===== config.mk =====
export PLATFORM = sky130hd
export DESIGN_NAME = id_ex_stage
export DESIGN_NICKNAME = d
export VERILOG_FILES = /design/src/rtl/riscv_pipe_pkg.sv /design/src/rtl/load_use_hazard.sv /design/src/rtl/id_ex_stage.sv
export SDC_FILE = /design/constraint.sdc
export NUM_CORES = 1
export LEC_CHECK = 0
export ABC_AREA = 1
export CAP_MARGIN = 20
export CORE_AREA = 2 2 234 236
export DETAILED_ROUTE_END_ITERATION = 6
export DIE_AREA = 0 0 236 238
export RECOVER_POWER = 25
export SLEW_MARGIN = 10
export SYNTH_ARGS = -nofsm -noshare
export SYNTH_HDL_FRONTEND = slang
export SYNTH_SLANG_ARGS = --single-unit

===== constraint.sdc =====
create_clock -name clk -period 1.47 [get_ports clk]
set_input_delay 0.147 -clock clk [delete_from_list [all_inputs] [get_ports clk]]
set_output_delay 0.147 -clock clk [all_outputs]
set_load 0.01 [all_outputs]

===== src/rtl/riscv_pipe_pkg.sv =====
// riscv_pipe_pkg: shared pipeline widths, decoder control bundle and constants
package riscv_pipe_pkg;
  localparam int ALU_OP_W = 3;
  localparam int REG_AW = 5;
  localparam int XLEN = 64;
  typedef struct packed {
    logic alusrc;
    logic memtoreg;
    logic regwrite;
    logic memread;
    logic memwrite;
    logic branch;
    logic [ALU_OP_W-1:0] aluop;
  } ctrl_t;
  localparam ctrl_t CTRL_NOP = '0;
endpackage


===== src/rtl/load_use_hazard.sv =====
// load_use_hazard: flags an ID instruction reading the destination of a load sitting in EX
module load_use_hazard import riscv_pipe_pkg::*; #(
  parameter int REG_AW = riscv_pipe_pkg::REG_AW
) (
  input  logic              id_valid,
  input  logic [REG_AW-1:0] id_rs1,
  input  logic [REG_AW-1:0] id_rs2,
  input  ctrl_t             id_ctrl,
  input  logic              ex_valid,
  input  logic [REG_AW-1:0] ex_rd,
  input  ctrl_t             ex_ctrl,
  output logic              hz
);
  logic uses_rs1, uses_rs2, unused;
  assign uses_rs1 = id_valid & (id_ctrl.regwrite | id_ctrl.memwrite | id_ctrl.branch);
  assign uses_rs2 = id_valid & (~id_ctrl.alusrc | id_ctrl.memwrite | id_ctrl.branch);
  assign hz = ex_valid & ex_ctrl.memread & (ex_rd != '0) &
              ((uses_rs1 & (id_rs1 == ex_rd)) | (uses_rs2 & (id_rs2 == ex_rd)));
  assign unused = ^{id_ctrl, ex_ctrl};
endmodule


===== src/rtl/id_ex_stage.sv =====
// id_ex_stage: ID/EX pipeline register with load-use bubble insertion, flush and stall counter
module id_ex_stage import riscv_pipe_pkg::*; #(
  parameter int XLEN = riscv_pipe_pkg::XLEN,
  parameter int REG_AW = riscv_pipe_pkg::REG_AW,
  parameter int CNT_W = 32
) (
  input  logic              clk,
  input  logic              rst_n,
  input  logic              id_valid,
  input  logic [XLEN-1:0]   id_pc,
  input  logic [XLEN-1:0]   id_rs1_data,
  input  logic [XLEN-1:0]   id_rs2_data,
  input  logic [XLEN-1:0]   id_imm,
  input  logic [REG_AW-1:0] id_rs1,
  input  logic [REG_AW-1:0] id_rs2,
  input  logic [REG_AW-1:0] id_rd,
  input  logic [2:0]        id_funct3,
  input  logic              id_funct7b5,
  input  ctrl_t             id_ctrl,
  input  logic              flush,
  output logic              ex_valid,
  output logic [XLEN-1:0]   ex_pc,
  output logic [XLEN-1:0]   ex_rs1_data,
  output logic [XLEN-1:0]   ex_rs2_data,
  output logic [XLEN-1:0]   ex_imm,
  output logic [REG_AW-1:0] ex_rs1,
  output logic [REG_AW-1:0] ex_rs2,
  output logic [REG_AW-1:0] ex_rd,
  output logic [2:0]        ex_funct3,
  output logic              ex_funct7b5,
  output ctrl_t             ex_ctrl,
  output logic              stall,
  output logic [CNT_W-1:0]  stall_cnt
);
  typedef struct packed {
    logic              valid;
    logic [XLEN-1:0]   pc;
    logic [XLEN-1:0]   rs1_data;
    logic [XLEN-1:0]   rs2_data;
    logic [XLEN-1:0]   imm;
    logic [REG_AW-1:0] rs1;
    logic [REG_AW-1:0] rs2;
    logic [REG_AW-1:0] rd;
    logic [2:0]        funct3;
    logic              funct7b5;
    ctrl_t             ctrl;
  } ex_t;
  ex_t ex_q, ex_d;
  logic [CNT_W-1:0] stall_cnt_q, stall_cnt_d;
  logic hz;
  load_use_hazard #(.REG_AW(REG_AW)) u_hz (
    .id_valid(id_valid),
    .id_rs1(id_rs1),
    .id_rs2(id_rs2),
    .id_ctrl(id_ctrl),
    .ex_valid(ex_q.valid),
    .ex_rd(ex_q.rd),
    .ex_ctrl(ex_q.ctrl),
    .hz(hz)
  );
  assign stall = hz & ~flush;
  always_comb begin
    ex_d = (flush | stall) ? ex_t'('0) : ex_t'{
      valid: id_valid, pc: id_pc, rs1_data: id_rs1_data, rs2_data: id_rs2_data,
      imm: id_imm, rs1: id_rs1, rs2: id_rs2, rd: id_rd, funct3: id_funct3,
      funct7b5: id_funct7b5, ctrl: id_valid ? id_ctrl : CTRL_NOP};
    stall_cnt_d = (stall && stall_cnt_q != '1) ? stall_cnt_q + CNT_W'(1) : stall_cnt_q;
  end
  always_ff @(posedge clk or negedge rst_n) begin
    if (!rst_n) begin
      ex_q <= '0;
      stall_cnt_q <= '0;
    end else begin
      ex_q <= ex_d;
      stall_cnt_q <= stall_cnt_d;
    end
  end
  assign ex_valid = ex_q.valid;
  assign ex_pc = ex_q.pc;
  assign ex_rs1_data = ex_q.rs1_data;
  assign ex_rs2_data = ex_q.rs2_data;
  assign ex_imm = ex_q.imm;
  assign ex_rs1 = ex_q.rs1;
  assign ex_rs2 = ex_q.rs2;
  assign ex_rd = ex_q.rd;
  assign ex_funct3 = ex_q.funct3;
  assign ex_funct7b5 = ex_q.funct7b5;
  assign ex_ctrl = ex_q.ctrl;
  assign stall_cnt = stall_cnt_q;
endmodule


==> key figures, run 1 <==
Critical path
  • Req. time, crit path: 1.89 ns
  • Crit path kind: reg -> reg
  • Arr. time, crit path: 2.32 ns
  • Worst r2r path cells: 13
  • Reg2Reg Launch Point: ex_rd[3]
  • CP Capture Type: flip-flop
  • Startpoint Class: flip-flop
  • Crit. Startpoint: ex_rd[3]
  • Crit Path Max Fanout: 8

Synthesis
  • Average size of a mapped cell: 9.43 µm²
  • Count leader, synth: nor2_1
  • EDFF count, synth: 0
  • Register area share after synthesis: 66.8%
  • Synth Area in Simple Gates: 19.4%
  • Register bit total from synthesis: 317
  • Synth Area in Compound Gates: 0.0422%
  • Adder-Cell Fraction of Synth Area: 0.105%
  • Post-synth top area share: 66.8%
  • Synth cell count leaders: nor2_1, dfrtp_1, inv_1, nand2_1, buf_4
  • Post-Syn Area: 0.0119 mm²
  • Yosys warnings: 0
  • Syn Nets: 1548
  • Yosys top cell by area: dfrtp_1
  • Area contributors post-synth: dfrtp_1, nor2_1, inv_1
  • Main combinational cell family by area after synthesis: simple AND/OR/NAND/NOR gates
  • Mux cell area share after synthesis: 0%
  • XOR/XNOR share of the synthesized area: 1.48%
  • Yosys cell types: 22
  • Async SR Flop Fraction: 100%
  • Commonest register cell after synthesis: dfrtp_1
  • Synthesized netlist cell count: 1259

Timing
  • Slew Limit Fails: 0
  • Worst-margin pin slew: 0.651 ns
  • Min cycle time layout: 1.89 ns
  • Crit share post-route: 129%
  • Layout Skew: 0.0237 ns
  • Unrepaired setup endpoints after global routing: true
  • Max Fclk: 529 MHz
  • Final setup viols: 632
  • Fin. Hold Viols: 0
  • Worst hold slack: 0.117 ns
  • Setup WS post-layout: -0.421 ns
  • Relative slew slack: 56.6%
  • Final setup TNS: -141.76 ns

Power
  • Clk pwr share: 42.2%
  • Part of the power in registers: 41.8%
  • Leakage: 11.2 nW
  • Sw Ratio: 24.3%
  • Switching power: 5.38 mW
  • Cell internal pwr: 16.8 mW
  • Gate power share: 16.0%
  • Power per cell area: 957 mW/mm²
  • Overall Power: 22.1 mW
  • Maximum vdd drop: 0.000953 V

Cells and area
  • # nets final: 2339
  • Fraction of layout cells with a size suffix above 1: 23.6%
  • Final instance area: 0.0231 mm²
  • Area grow syn2layout: 94.8%

Clock network
  • Clock sinks: 317
  • CTS max path bufs: 3
  • CTS H-tree lvls: 2
  • Clock Latency Late Sink: 0.55 ns
  • Clock-pin slew on the worst setup and hold paths: 0.06 ns
  • CTS buffer count: 38
  • CTS tree: done
  • Root Driver: clkbuf_16

GRT
  • Grt ovf: 0
  • First-pass GRT wire length: 68900 µm
  • Initial antenna violation count: 7
  • Tot GR Track Use: 16.2%
  • Vias in the first global route: 11544
  • Largest net degree at the start of global routing: 82

Outcome
  • Violated checks: setup timing
  • Status: complete, but fails checks

Min path
  • Hold path cells: 3
  • Hold crit path type: in -> reg
  • Hold_sp: id_imm[7]

Placed design
  • Port bufs: 605
  • Detailed placer's ending HPWL: 33800 µm
  • RD Place Congestion: 0.880
  • Setup WS pre-CTS: -0.935 ns
  • Post-DP Area: 0.0197 mm²

Routing
  • Wirelength per Cell: 17.1 µm
  • Final wirelength: 47600 µm
  • Pre-antenna DRT Iters: 4
  • DR vias: 10799
  • Iter 0 DRT Violations: 386
  • Vias per cell: 3.89
  • Routed Antenna Nets: 0
  • Remaining DRCs: 0

Floorplanning
  • Die area: 0.0562 mm²
  • Initial core utilization: 22.2%
  • Die width: 236 µm
  • Chip height: 238 µm
  • Io pins: 606
  • Row count: 85
  • Core Area: 0.0535 mm²

Run
  • Number of max-cap violations: 0
[worst paths after layout]
kind | end | slack, ns
min in group asynchronous | stall_cnt[19] | 0.18
setup reg to reg | ex_rs2_data[3] | -0.42
hold / removal | ex_imm[7] | 0.12
max in group asynchronous | ex_rs1_data[5] | 0.01
setup / recovery | ex_rs2_data[3] | -0.42
hold reg to reg | stall_cnt[1] | 0.58
[registers in the layout, summed over array words and instances, names as in the netlist]
register and flops:
ex_rs1_data 64, ex_ctrl 9, ex_funct3 3, ex_rs1 5, ex_funct7b5 1, ex_valid 1
ex_rs2_data 64, ex_imm 64, ex_rd 5, ex_rs2 5, stall_cnt 32, ex_pc 64
[placed cells by master, fill, tap and decap left out, types with 8 or more instances in the layout]
cell               n
buf_12            17
buf_16            21
buf_4            112
buf_6             10
buf_8             15
clkbuf_1           8
clkbuf_16         48
clkdlybuf4s50_1  600
dfrtp_1          313
inv_1            289
inv_2             11
nand2_1          203
nand3b_1           8
nor2_1           123
nor2_2           114
nor2_4            95
nor3_1             8
xor2_1            16
[routing by layer]
metal / vias to the layer above / track usage (%) / wire length, µm
li1: 5149 / - / -
met1: 5213 / 18.2 / 18000
met2: 362 / 28.6 / 24500
met3: 71 / 6.02 / 3920
met4: 4 / 5.04 / 1110
met5: - / 0 / 22
[cells by family after synthesis]
family,after synthesis
and+or+nand+nor,581
buffers and inverters,339
AOI/OAI and AO/OA,1
DFF,317
adders and majority gates,1
xor gates and xnor gates,20
[critical path, cell delays in order (launching register included)]
cell and delay [ns]:
dfrtp_2 0.44, buf_6 0.13, nand2_2 0.04, nand2_1 0.06
nor2_2 0.12, nand3_2 0.07, nand2_2 0.08, buf_4 0.12
nand2_4 0.06, nand2_8 0.11, buf_12 0.14, buf_12 0.16
clkbuf_16 0.18, nor2_1 0.04
[power groups by stage]
| stage | registers [mW] | logic (mW) | clock network [mW] |
|---|---|---|---|
| 2_1_floorplan | 9.61 | 0.502 | 0 |
| 3_3_place_gp | 9.40 | 2.83 | 0 |
| 3_5_place_dp | 9.41 | 2.84 | 0 |
| 4_1_cts | 9.26 | 3.36 | 9.68 |
| 5_1_grt | 9.28 | 3.81 | 10.0 |
| 6_report | 9.25 | 3.55 | 9.34 |
[metrics by stage]
stage	utilization (%)	std cells
5_1_grt	43.2	2777
2_1_floorplan	-	1259
3_5_place_dp	36.8	2656
3_3_place_gp	36.8	2656
4_1_cts	41.9	2756
6_report	43.2	2778
[repair_timing]
action / in CTS / in global routing
pin swaps: 12 / 9
resized for setup: 271 / 140
gates cloned: 18 / 14
endpoints found under the setup margin: 635 / 633
hold buffers: 1 / 0
buffers inserted: 15 / 6
endpoints found under the hold margin: 317 / 0
[final cells by class]
| cell class | instances | area, µm² |
|---|---|---|
| fill | 5011 | 30400 |
| sequential | 317 | 7940 |
| antenna | 6 | 15.0 |
| clock buffer | 54 | 1100 |
| timing repair buffer | 790 | 8360 |
| inverter | 300 | 1130 |
| multi-input combinational | 603 | 3570 |
| tap | 696 | 871 |
| clock inverter | 12 | 143 |
No activity file was read; power rests on OpenSTA's default activity.
==> run 2, diff against run 1 <==
--- a/config.mk
+++ b/config.mk
@@ -10,6 +10,7 @@
 export CORE_AREA = 2 2 234 236
 export DETAILED_ROUTE_END_ITERATION = 6
 export DIE_AREA = 0 0 236 238
+export HOLD_SLACK_MARGIN = 0.12
 export RECOVER_POWER = 25
 export SLEW_MARGIN = 10
 export SYNTH_ARGS = -nofsm -noshare
==> run 2 against run 1 <==
Against the previous run:
- the flow still finishes with violations (setup timing)
- via count is 10% higher
- clock power grew 0.6%
- setup slack got worse by 0.023 ns
- largest power group unchanged
- die area stayed put
- global-route usage up 0.98 points
- combinational power grew 15%
- non-clock buffer count up 202
==> key figures, run 2 (synthesis results as in run 1) <==
Cells and area
  • # nets final: 2541
  • Area grow syn2layout: 120%
  • Fraction of layout cells with a size suffix above 1: 23.6%
  • Leading cell type in the layout, fill and taps excluded: dfrtp_1
  • Final instance area: 0.0262 mm²
  • Commonest non-fill, non-tap cells in the layout: dfrtp_1, inv_1, clkdlybuf4s50_1
  • Register area: 0.00794 mm²
  • Multi-input combinational cell area: 0.00393 mm²
  • Fillcell total: 4548
  • Final cell count without fillers: 2980

Critical path
  • Arr. time, crit path: 2.34 ns
  • CP cell instances: inv_2, nand2_1, nand2_1, nor2_4, nand3_2, nand2_2, buf_4, nand2_4, nand2_8, buf_12, buf_16, clkbuf_16, nor2_1
  • Critical Path Most Common Cell: nand2_1
  • R2r endpoint: ex_rs2_data[10]
  • Crit path kind: reg -> reg
  • CP Capture Type: flip-flop
  • Req. time, crit path: 1.90 ns
  • Reg2Reg Launch Point: ex_rd[1]
  • Max stage delay on crit path: 0.41 ns
  • Worst r2r path cells: 13
  • Crit Path Max Fanout: 8
  • Crit. Startpoint: ex_rd[1]
  • Critical path's slowest cell: dfrtp_1
  • End of the critical path: ex_rs2_data[10]
  • Startpoint Class: flip-flop
  • Setup slack, reg-to-reg: -0.44 ns

Floorplanning
  • Row count: 85
  • Die area: 0.0562 mm²
  • Chip height: 238 µm
  • Die width: 236 µm
  • Io pins: 606
  • Initial core utilization: 22.2%
  • Core Area: 0.0535 mm²

Clock network
  • Clock-pin slew on the worst setup and hold paths: 0.06 ns
  • Clock Latency Late Sink: 0.56 ns
  • CTS tree: done
  • CTS H-tree lvls: 2
  • CTS buffer count: 38
  • CTS max path bufs: 3
  • Clock sinks: 317
  • Root Driver: clkbuf_16

Min path
  • Hold crit path type: in -> reg

Power
  • Power per cell area: 869 mW/mm²
  • Leakage: 16.2 nW
  • Maximum vdd drop: 0.000879 V

Timing
  • Relative slew slack: 55.0%
  • Layout Skew: 0.0318 ns
  • Unrepaired setup endpoints after global routing: true
  • Worst-margin pin slew: 0.675 ns
  • Fin. Hold Viols: 0
  • Slew Limit Fails: 0
  • Min cycle time layout: 1.91 ns
  • Crit share post-route: 130%
  • Setup WS post-layout: -0.443 ns
  • Final setup viols: 591
  • Worst hold slack: 0.154 ns
  • Max Fclk: 523 MHz

Run
  • Number of max-cap violations: 0

Placed design
  • Port bufs: 605
  • Setup WS pre-CTS: -0.935 ns
  • Post-DP Area: 0.0197 mm²
  • Dpl cells: 2656
  • RD Place Congestion: 0.880
  • Detailed placer's ending HPWL: 33800 µm

Routing
  • Final wirelength: 53300 µm
  • Remaining DRCs: 0
  • Routed Antenna Nets: 0
  • Iter 0 DRT Violations: 450
  • Vias per cell: 4.00
  • Wirelength per Cell: 17.9 µm
  • Pre-antenna DRT Iters: 4
  • DR vias: 11915

GRT
  • Grt ovf: 0
  • Tot GR Track Use: 17.2%
  • Largest net degree at the start of global routing: 82
  • Initial antenna violation count: 7
  • Vias in the first global route: 12762
  • First-pass GRT wire length: 73600 µm

Outcome
  • Violated checks: setup timing
  • Status: complete, but fails checks
==> run 2: area by class of cell <==
class,instances,area share [%]
timing repair buffer,992,42.2
clock inverter,12,0.545
sequential,317,30.3
inverter,300,4.30
multi-input combinational,603,15.0
antenna,6,0.0574
clock buffer,54,4.21
tap,696,3.33
==> run 2: how the worst min path moves through the flow <==
| stage | startpoint | to | slack, ns | cells past startpoint |
|---|---|---|---|---|
| CTS | id_imm[14] | ex_imm[14] | 0.12 | 3 |
| floorplan | rst_n | ex_ctrl[0] | -0.15 | 0 |
| global placement | rst_n | stall_cnt[19] | 0.005 | 1 |
| global route | id_rs1_data[44] | ex_rs1_data[44] | 0.14 | 3 |
| detailed placement | rst_n | ex_imm[2] | 0.01 | 1 |
| finish | id_rs1_data[44] | ex_rs1_data[44] | 0.15 | 3 |
==> run 2: metrics by stage <==
stage                     TNS [ns]  power (mW)  util (%)
after CTS                  -174.33        22.7      45.6
after global routing       -232.63        23.7      48.9
after global placement     -268.18        12.2      36.8
after detailed placement   -252.65        12.3      36.8
after floorplan              -1.39        10.1         -
final                      -149.61        22.7      48.9
==> run 2: worst max-delay path: cells and delay by family, from the launching register on <==
family | cells | cell delay [ns]
AND/OR/NAND/NOR | 8 | 0.68
flip-flops | 1 | 0.41
buffers and inverters | 5 | 0.68
==> run 2: where the power goes <==
group          total, mW  internal [mW]  switching (mW)
sequential          9.25           9.12           0.126
combinational       4.09           2.33            1.76
clock               9.40           5.59            3.80
total               22.7           17.0            5.69
==> run 2: repair_timing <==
item	4_1_cts	5_1_grt
gates cloned	18	15
endpoints found under the setup margin	635	650
pin swaps	12	10
gates resized for setup	271	573
hold endpoints to repair	511	17
buffers inserted	15	16
hold buffers	196	1
==> run 2: per-layer routing <==
layer / share of wire [%] / routed length [µm] / global-route usage (%)
met1: 37 / 19800 / 19.1
met2: 52 / 27700 / 30.1
met3: 7.3 / 3910 / 6.07
met4: 3.4 / 1800 / 6.56
met5: 0.024 / 13 / 0
==> run 3, diff against run 2 <==
--- a/config.mk
+++ b/config.mk
@@ -8,6 +8,7 @@
 export ABC_AREA = 1
 export CAP_MARGIN = 20
 export CORE_AREA = 2 2 234 236
+export CTS_CLUSTER_SIZE = 24
 export DETAILED_ROUTE_END_ITERATION = 6
 export DIE_AREA = 0 0 236 238
 export HOLD_SLACK_MARGIN = 0.12
==> results of run 3 <==
Same layout as run 2: the final DEF is identical, and so are final timing and power.
